$ cat src/rtl/dfr_reservoir_pipe.sv
// ============================================================================
// Module   : dfr_reservoir_pipe
// Brief    : Delayed-feedback reservoir node chain fed through an external
//            activation memory of configurable read latency.
//            Optional macro DFR_ADDR_SAT_EN saturates the memory address.
// Revision : 1.0 - initial release
// ============================================================================
`default_nettype none

module dfr_reservoir_pipe #(
  parameter int NUM_VIRTUAL_NODES = 100,
  parameter int DATA_WIDTH        = 32,
  parameter int NODE_DATA_WIDTH   = 12,
  parameter int ADDR_WIDTH        = 16,
  parameter int ACT_LATENCY       = 2,
  parameter int FB_SHIFT          = 2,
  parameter int OUT_SHIFT         = 4
) (
  input  logic                                 clk,
  input  logic                                 rst,
  input  logic                                 clear,
  input  logic                                 in_valid,
  output logic                                 in_ready,
  input  logic [DATA_WIDTH-1:0]                din,
  output logic                                 out_valid,
  output logic [DATA_WIDTH-1:0]                dout,
  output logic [ADDR_WIDTH-1:0]                act_addr,
  input  logic [NODE_DATA_WIDTH-1:0]           act_data,
  input  logic                                 load_node,
  input  logic [NODE_DATA_WIDTH-1:0]           load_node_din,
  input  logic [$clog2(NUM_VIRTUAL_NODES)-1:0] node_sel,
  output logic [NODE_DATA_WIDTH-1:0]           node_dout,
  output logic                                 busy
);

  localparam int c_sel_w = $clog2(NUM_VIRTUAL_NODES);
  localparam int c_cnt_w = (ACT_LATENCY > 1) ? $clog2(ACT_LATENCY) : 1;
  localparam logic [c_cnt_w-1:0] c_cnt_last = c_cnt_w'(ACT_LATENCY - 1);

  typedef enum logic [1:0] {
    S_IDLE     = 2'd0,
    S_ACT_WAIT = 2'd1,
    S_SHIFT    = 2'd2
  } state_t;

  state_t                     r_state;
  logic [c_cnt_w-1:0]         r_cnt;
  logic                       r_out_valid;
  logic [ADDR_WIDTH-1:0]      r_act_addr;
  logic [NODE_DATA_WIDTH-1:0] r_node [NUM_VIRTUAL_NODES];

  logic [DATA_WIDTH-1:0]      w_fb;
  logic [DATA_WIDTH-1:0]      w_sum;
  logic [ADDR_WIDTH-1:0]      w_addr;
  logic                       w_sum_unused;
  logic                       w_idle;
  logic                       w_accept;

  assign w_idle   = (r_state == S_IDLE);
  assign in_ready = w_idle & ~load_node & ~clear;
  assign w_accept = in_valid & in_ready;
  assign busy     = ~w_idle;

  assign w_fb  = DATA_WIDTH'(r_node[NUM_VIRTUAL_NODES-1]) << FB_SHIFT;
  assign w_sum = din + w_fb;
  assign w_sum_unused = |(w_sum >> ADDR_WIDTH);

`ifdef DFR_ADDR_SAT_EN
  assign w_addr = w_sum_unused ? {ADDR_WIDTH{1'b1}} : w_sum[ADDR_WIDTH-1:0];
`else
  assign w_addr = w_sum[ADDR_WIDTH-1:0];
`endif

  assign dout      = DATA_WIDTH'(r_node[NUM_VIRTUAL_NODES-1]) << OUT_SHIFT;
  assign out_valid = r_out_valid;
  assign act_addr  = r_act_addr;

  // Index decode by loop so selects beyond the chain read back as zero
  always_comb begin
    node_dout = '0;
    for (int i = 0; i < NUM_VIRTUAL_NODES; i++) begin
      if (node_sel == c_sel_w'(i)) node_dout = r_node[i];
    end
  end

  always_ff @(posedge clk or posedge rst) begin
    if (rst) begin
      r_state     <= S_IDLE;
      r_cnt       <= '0;
      r_out_valid <= 1'b0;
      r_act_addr  <= '0;
      for (int i = 0; i < NUM_VIRTUAL_NODES; i++) r_node[i] <= '0;
    end else begin
      r_out_valid <= 1'b0;
      if (clear) begin
        r_state <= S_IDLE;
        r_cnt   <= '0;
        for (int i = 0; i < NUM_VIRTUAL_NODES; i++) r_node[i] <= '0;
      end else begin
        case (r_state)
          S_IDLE: begin
            if (w_accept) begin
              r_act_addr <= w_addr;
              r_cnt      <= '0;
              r_state    <= S_ACT_WAIT;
            end else if (load_node) begin
              for (int i = 0; i < NUM_VIRTUAL_NODES; i++) begin
                if (node_sel == c_sel_w'(i)) r_node[i] <= load_node_din;
              end
            end
          end
          S_ACT_WAIT: begin
            r_cnt <= r_cnt + c_cnt_w'(1);
            if (r_cnt == c_cnt_last) r_state <= S_SHIFT;
          end
          S_SHIFT: begin
            r_node[0] <= act_data;
            for (int i = 1; i < NUM_VIRTUAL_NODES; i++) r_node[i] <= r_node[i-1];
            r_out_valid <= 1'b1;
            r_state     <= S_IDLE;
          end
          default: r_state <= S_IDLE;
        endcase
      end
    end
  end

endmodule

`default_nettype wire

$ cat config.mk
export PLATFORM = sky130hd
export DESIGN_NAME = dfr_reservoir_pipe
export DESIGN_NICKNAME = d
export VERILOG_FILES = /design/src/rtl/dfr_reservoir_pipe.sv
export SDC_FILE = /design/constraint.sdc
export NUM_CORES = 2
export LEC_CHECK = 0
export ABC_AREA = 1
export CORE_MARGIN = 2
export CORE_UTILIZATION = 46
export DETAILED_ROUTE_END_ITERATION = 12
export GPL_ROUTABILITY_DRIVEN = 0
export HOLD_SLACK_MARGIN = 0.12
export SYNTH_ARGS = -nofsm -noshare
export SYNTH_HDL_FRONTEND = slang
export SYNTH_SLANG_ARGS = --single-unit
$ cat constraint.sdc
create_clock -name clk -period 36 [get_ports clk]
set_input_delay 3.6 -clock clk [delete_from_list [all_inputs] [get_ports clk]]
set_output_delay 3.6 -clock clk [all_outputs]
set_load 0.05 [all_outputs]
# Yosys cells after proc, flatten, opt, wreduce, memory -nomap -nowiden
# Cells that the tools add are included.
# Widths: inputs -> output; s select.
dict set report classes {
  addsub 2
  eq_ne 205
  n_mux 213
  bitwise 6
  n_reduce_logical 107
}
# cell n
set ops {}
lappend ops {{$mux 1200} 3}
lappend ops {{$mux 12} 200}
lappend ops {{$pmux 1200 s2} 1}
lappend ops {{$reduce_and 4->1} 100}
lappend ops {{$ne 3x2->1 const B} 101}
lappend ops {{$eq 7x7->1 const B} 36}
lappend ops {{$eq 7x6->1 const B} 32}
lappend ops {{$eq 7x5->1 const B} 16}
lappend ops {{$eq 7x4->1 const B} 8}
lappend ops {{$eq 7x3->1 const B} 4}
lappend ops {{$add 16x14->16} 1}
lappend ops {{$eq 7x2->1 const B} 2}
lappend ops {{$ne 3x3->1 const B} 3}
lappend ops {{$eq 7x1->1 const B} 1}
lappend ops {{$logic_not 7->1} 1}
lappend ops {{$mux 2} 3}
lappend ops {{$reduce_bool 3->1} 2}
lappend ops {{$mux 1} 4}
lappend ops {{$pmux 2 s2} 1}
lappend ops {{$reduce_and 2->1} 2}
lappend ops {{$and 1x1->1} 3}
lappend ops {{$not 1->1} 3}
lappend ops {{$reduce_and 3->1} 1}
lappend ops {{$eq 2x1->1 const B} 1}
lappend ops {{4 further kinds} 4}
dict set report word_totals {
  ff_bits 1220
  inputBits 68
  out_inout_bits 63
  wordCells 637
}

# Depth between registers and ports, before layout
dict set report logic_depth {
  ltp_word 101
  mapped_depth 60
  depth_no_buf 60
}

# Worst setup path before layout
# OpenSTA, ideal clock, no wires.
dict set report synth_timing {
  path_kind {input to output}
  start {input port node_sel[4]}
  end {output port node_dout[9]}
  arrival_time_ns 7.990
  required_ns 32.400
  path_slack_ns 24.410
  cell_stages 55
  n_path_buf 1
  path_cell_list {inv_2 -> nand2_2 -> nor2_4 -> nand2_2 -> inv_2 -> buf_6 -> nand2_1 -> nand2_1 -> nand4_1 -> nor2_1 -> nand4_1 -> nor2_1 -> nand4_1 -> nand2_1 -> nand4_1 -> nand2_1 -> nand3_1 -> nand2_1 -> (+19 left out) -> nand2_1 -> nand4_1 -> nor2_1 -> nand4_1 -> nor2_1 -> nand4_1 -> nand2_1 -> nand3_1 -> nand2_1 -> nand4_1 -> nor2_1 -> nand4_1 -> nor2_1 -> nand4_1 -> nor2_1 -> nand4_1 -> nor2_1 -> nand4_1}
}
dict set report synth_via {
  elab_chain_len 101
  elab_cells_between_ends 200
  classes_between {eq/ne (99); mux (100); reduce/logical (1)}
}
# element line
set synth_lines {}
lappend synth_lines {{start: declaration} 31} ;# input logic [$clog2(NUM_VIRTUAL_NODES)-1:0] node_sel,
lappend synth_lines {{$logic_not 7->1} 82} ;# if (node_sel == c_sel_w'(i)) node_dout = r_node[i];
lappend synth_lines {{$mux 12 (99 in series)} 82}
lappend synth_lines {{$mux 12 (*)} 82}
lappend synth_lines {{end: declaration} 32} ;# output logic [NODE_DATA_WIDTH-1:0] node_dout,
# Mark *: on every way between the ends. The rest lies on a longest branch, timed or not.

# Worst setup path in the final report
dict set report layout_timing {
  start {input port node_sel[2]}
  end {output port node_dout[0]}
}
# The elaborated chain is that of the path after synthesis.

==> impl_metrics.env <==
export IMPL_outcome="finished clean"
export IMPL_htree_num_levels=4
export IMPL_clock_latency_ns=0.79
export IMPL_routed_wl_mm=188
export IMPL_clockBufferDepth=3
export IMPL_critPathKind="input pin to primary output"
export IMPL_setup_tns_final_ns=0
export IMPL_crit_path_end_kind="primary output"
export IMPL_post_synth_cell_area_avg_um2=7.13
export IMPL_hold_class="flip-flop to flip-flop"
export IMPL_min_period_ns=16.77
export IMPL_drive_gt1_share_pct=5.34
export IMPL_dr_pass1_iters=5
export IMPL_hold_viol_final=0
export IMPL_syn_inst=9029
export IMPL_skew_ns=0.0260
export IMPL_holdWs_ns=0.474
export IMPL_grt_pass1_vias=54900
export IMPL_drc_errors=0
export IMPL_cts_sinks=1220
export IMPL_synthDistinctLibCells=34
export IMPL_ctsHoldBuffers=0
export IMPL_place_area_mm2=0.0671
export IMPL_grt_pass1_wl_mm=305
export IMPL_worstPathArrival_ns=13.17
export IMPL_die_area_mm2=0.143
export IMPL_p_leak_nw=31.5
export IMPL_drtIter0Drc=5320
export IMPL_coreArea_mm2=0.139
export IMPL_numPortBuffers=94
export IMPL_hpwl_mm=122
export IMPL_wire_per_inst_um=17.3
export IMPL_ys_flop_type="dfrtp_1"
export IMPL_power_switching_mw=1.17
export IMPL_max_cap_violations=0
export IMPL_viasPerCell=5.31
export IMPL_area_growth_pct=11.8
export IMPL_crit_path_start_kind="input pin"
export IMPL_slowest_stage="clkdlybuf4s50_1"
export IMPL_async_flop_share_pct=100
export IMPL_antenna_left=0
export IMPL_rsz0062_at_grt="false"
export IMPL_ctsResizeCount=0
export IMPL_cts_buffers_inserted=144
export IMPL_track_usage_pct=26.3
export IMPL_power_frac_seq_pct=43.6
export IMPL_setup_slack_ns=19.23
export IMPL_max_clock_freq_mhz=59.6
export IMPL_antenna_found_initial=5
export IMPL_overflow=0
export IMPL_worst_pin_slew_ns=1.20
export IMPL_fp_row_count=137
export IMPL_synth_edff_count=0
export IMPL_cp_slowest_stage_delay_ns=0.73
export IMPL_pwr_share_clk_pct=39.2
export IMPL_synth_most_common_cell="o21ai_0"
export IMPL_design_area_mm2=0.0719
export IMPL_period_share_pct=46.6
export IMPL_worstPathRequired_ns=32.40
export IMPL_dieWidth_um=378
export IMPL_cpMostUsedCell="nand2_1"
export IMPL_setup_viol=0
export IMPL_cts_tree="built"
export IMPL_power_internal_mw=2.68
export IMPL_final_util_pct=51.7
export IMPL_cellPowerDensity_mw_per_mm2=53.5
export IMPL_relSlewSlack_pct=19.9
export IMPL_ir_drop_mv=0.0359
export IMPL_synthTopCellsByArea="dfrtp_1, o21ai_0, nand2_1"
export IMPL_start_util_pct=46.2
export IMPL_dp_slack_ns=19.23
export IMPL_num_nets_final=8985
export IMPL_routed_via_count=57800
export IMPL_ys_ff_latch=1220
export IMPL_synth_warnings=0
export IMPL_root_buffer="clkbuf_16"
export IMPL_chipHeight_um=378
export IMPL_yosysSeqAreaShare_pct=47.4
export IMPL_grt_max_degree=258
export IMPL_finalMaxSlewViolations=0
export IMPL_cts_setup_buffers=0
export IMPL_yosys_area_top_type_share_pct=47.4
export IMPL_path_max_fanout=8
export IMPL_clk_pin_slew_ns=0.06
export IMPL_synthTopCellsByCount="o21ai_0, nand2_1, inv_1"
export IMPL_combPwrFrac_pct=17.3
export IMPL_yosys_area_top_type="dfrtp_1"
export IMPL_switching_share_pct=30.4
export IMPL_netlist_area_mm2=0.0644
export IMPL_io_pins=131
[metal layers]
metal	global-route usage [%]	wire (um)
met3	4.14	10700
met2	40.5	83600
met5	0	29
met4	7.16	4200
met1	38.5	89500
[cell type report]
type	instances	area [um2]
clock buffers	223	4510
diodes	2	5.00
well taps	1876	2350
inverters	1428	5360
multi-input cells	5814	26300
flip-flops and latches	1220	30500
fillers	13800	67300
clock inverters	28	365
repair buffers	296	2480
[power groups by stage]
stage	clock network (mW)	registers, mW	logic (mW)
after floorplan	0	1.71	0.441
after global placement	0	1.69	0.650
after detailed placement	0	1.70	0.661
after CTS	1.53	1.67	0.667
after global routing	1.59	1.70	0.759
final	1.51	1.68	0.664
[cells in the final DEF, fill, tap and decap left out, types with 94 or more instances in the layout]
master	n
o21ai_0	2445
nand2_1	2310
inv_1	1410
dfrtp_1	1220
nor2_1	414
nand4_1	233
buf_4	200
a21oi_1	181
clkbuf_16	152
clkdlybuf4s50_1	94
[worst max-delay path: cells and delay by family]
family                 cells  cell delay [ns]
buffers and inverters      3             1.51
and+or+nand+nor           58             8.03
[worst paths after layout]
kind | start | endpoint | slack (ns) | cells after the start
max | node_sel[2] | node_dout[0] | 19.23 | 61
min in group asynchronous | rst | act_addr[14]$_DFFE_PP0P_ | 3.48 | 3
max in group asynchronous | rst | r_node[760]$_DFFE_PP0P_ | 27.80 | 8
max reg2reg | r_state[1]$_DFFE_PP0P_ | r_node[820]$_DFFE_PP0P_ | 31.35 | 9
min reg2reg | act_addr[0]$_DFFE_PP0P_ | act_addr[0]$_DFFE_PP0P_ | 0.47 | 2
min | act_addr[0]$_DFFE_PP0P_ | act_addr[0]$_DFFE_PP0P_ | 0.47 | 2
[registers in the layout (all words and copies together), names as in the netlist]
signal / cells
dout: 12
r_cnt: 1
out_valid: 1
act_addr: 16
r_node: 1188
r_state: 2
[kinds of logic after synthesis]
family,share of synthesized area (%)
flip-flops,47.4
XOR/XNOR,0.0544
adder cells (fa/ha/maj),0.264
AND/OR/NAND/NOR,19.2
other,0.00583
buffers and inverters,12.0
AO/OA/AOI/OAI,21.0
[through the flow]
step / total power [mW] / cells
floorplan: 2.15 / 9048
global placement: 2.34 / 10600
detailed placement: 2.36 / 10600
CTS: 3.88 / 10900
global route: 4.05 / 10900
finish: 3.85 / 10900
Power figures use the tool's default switching activity.
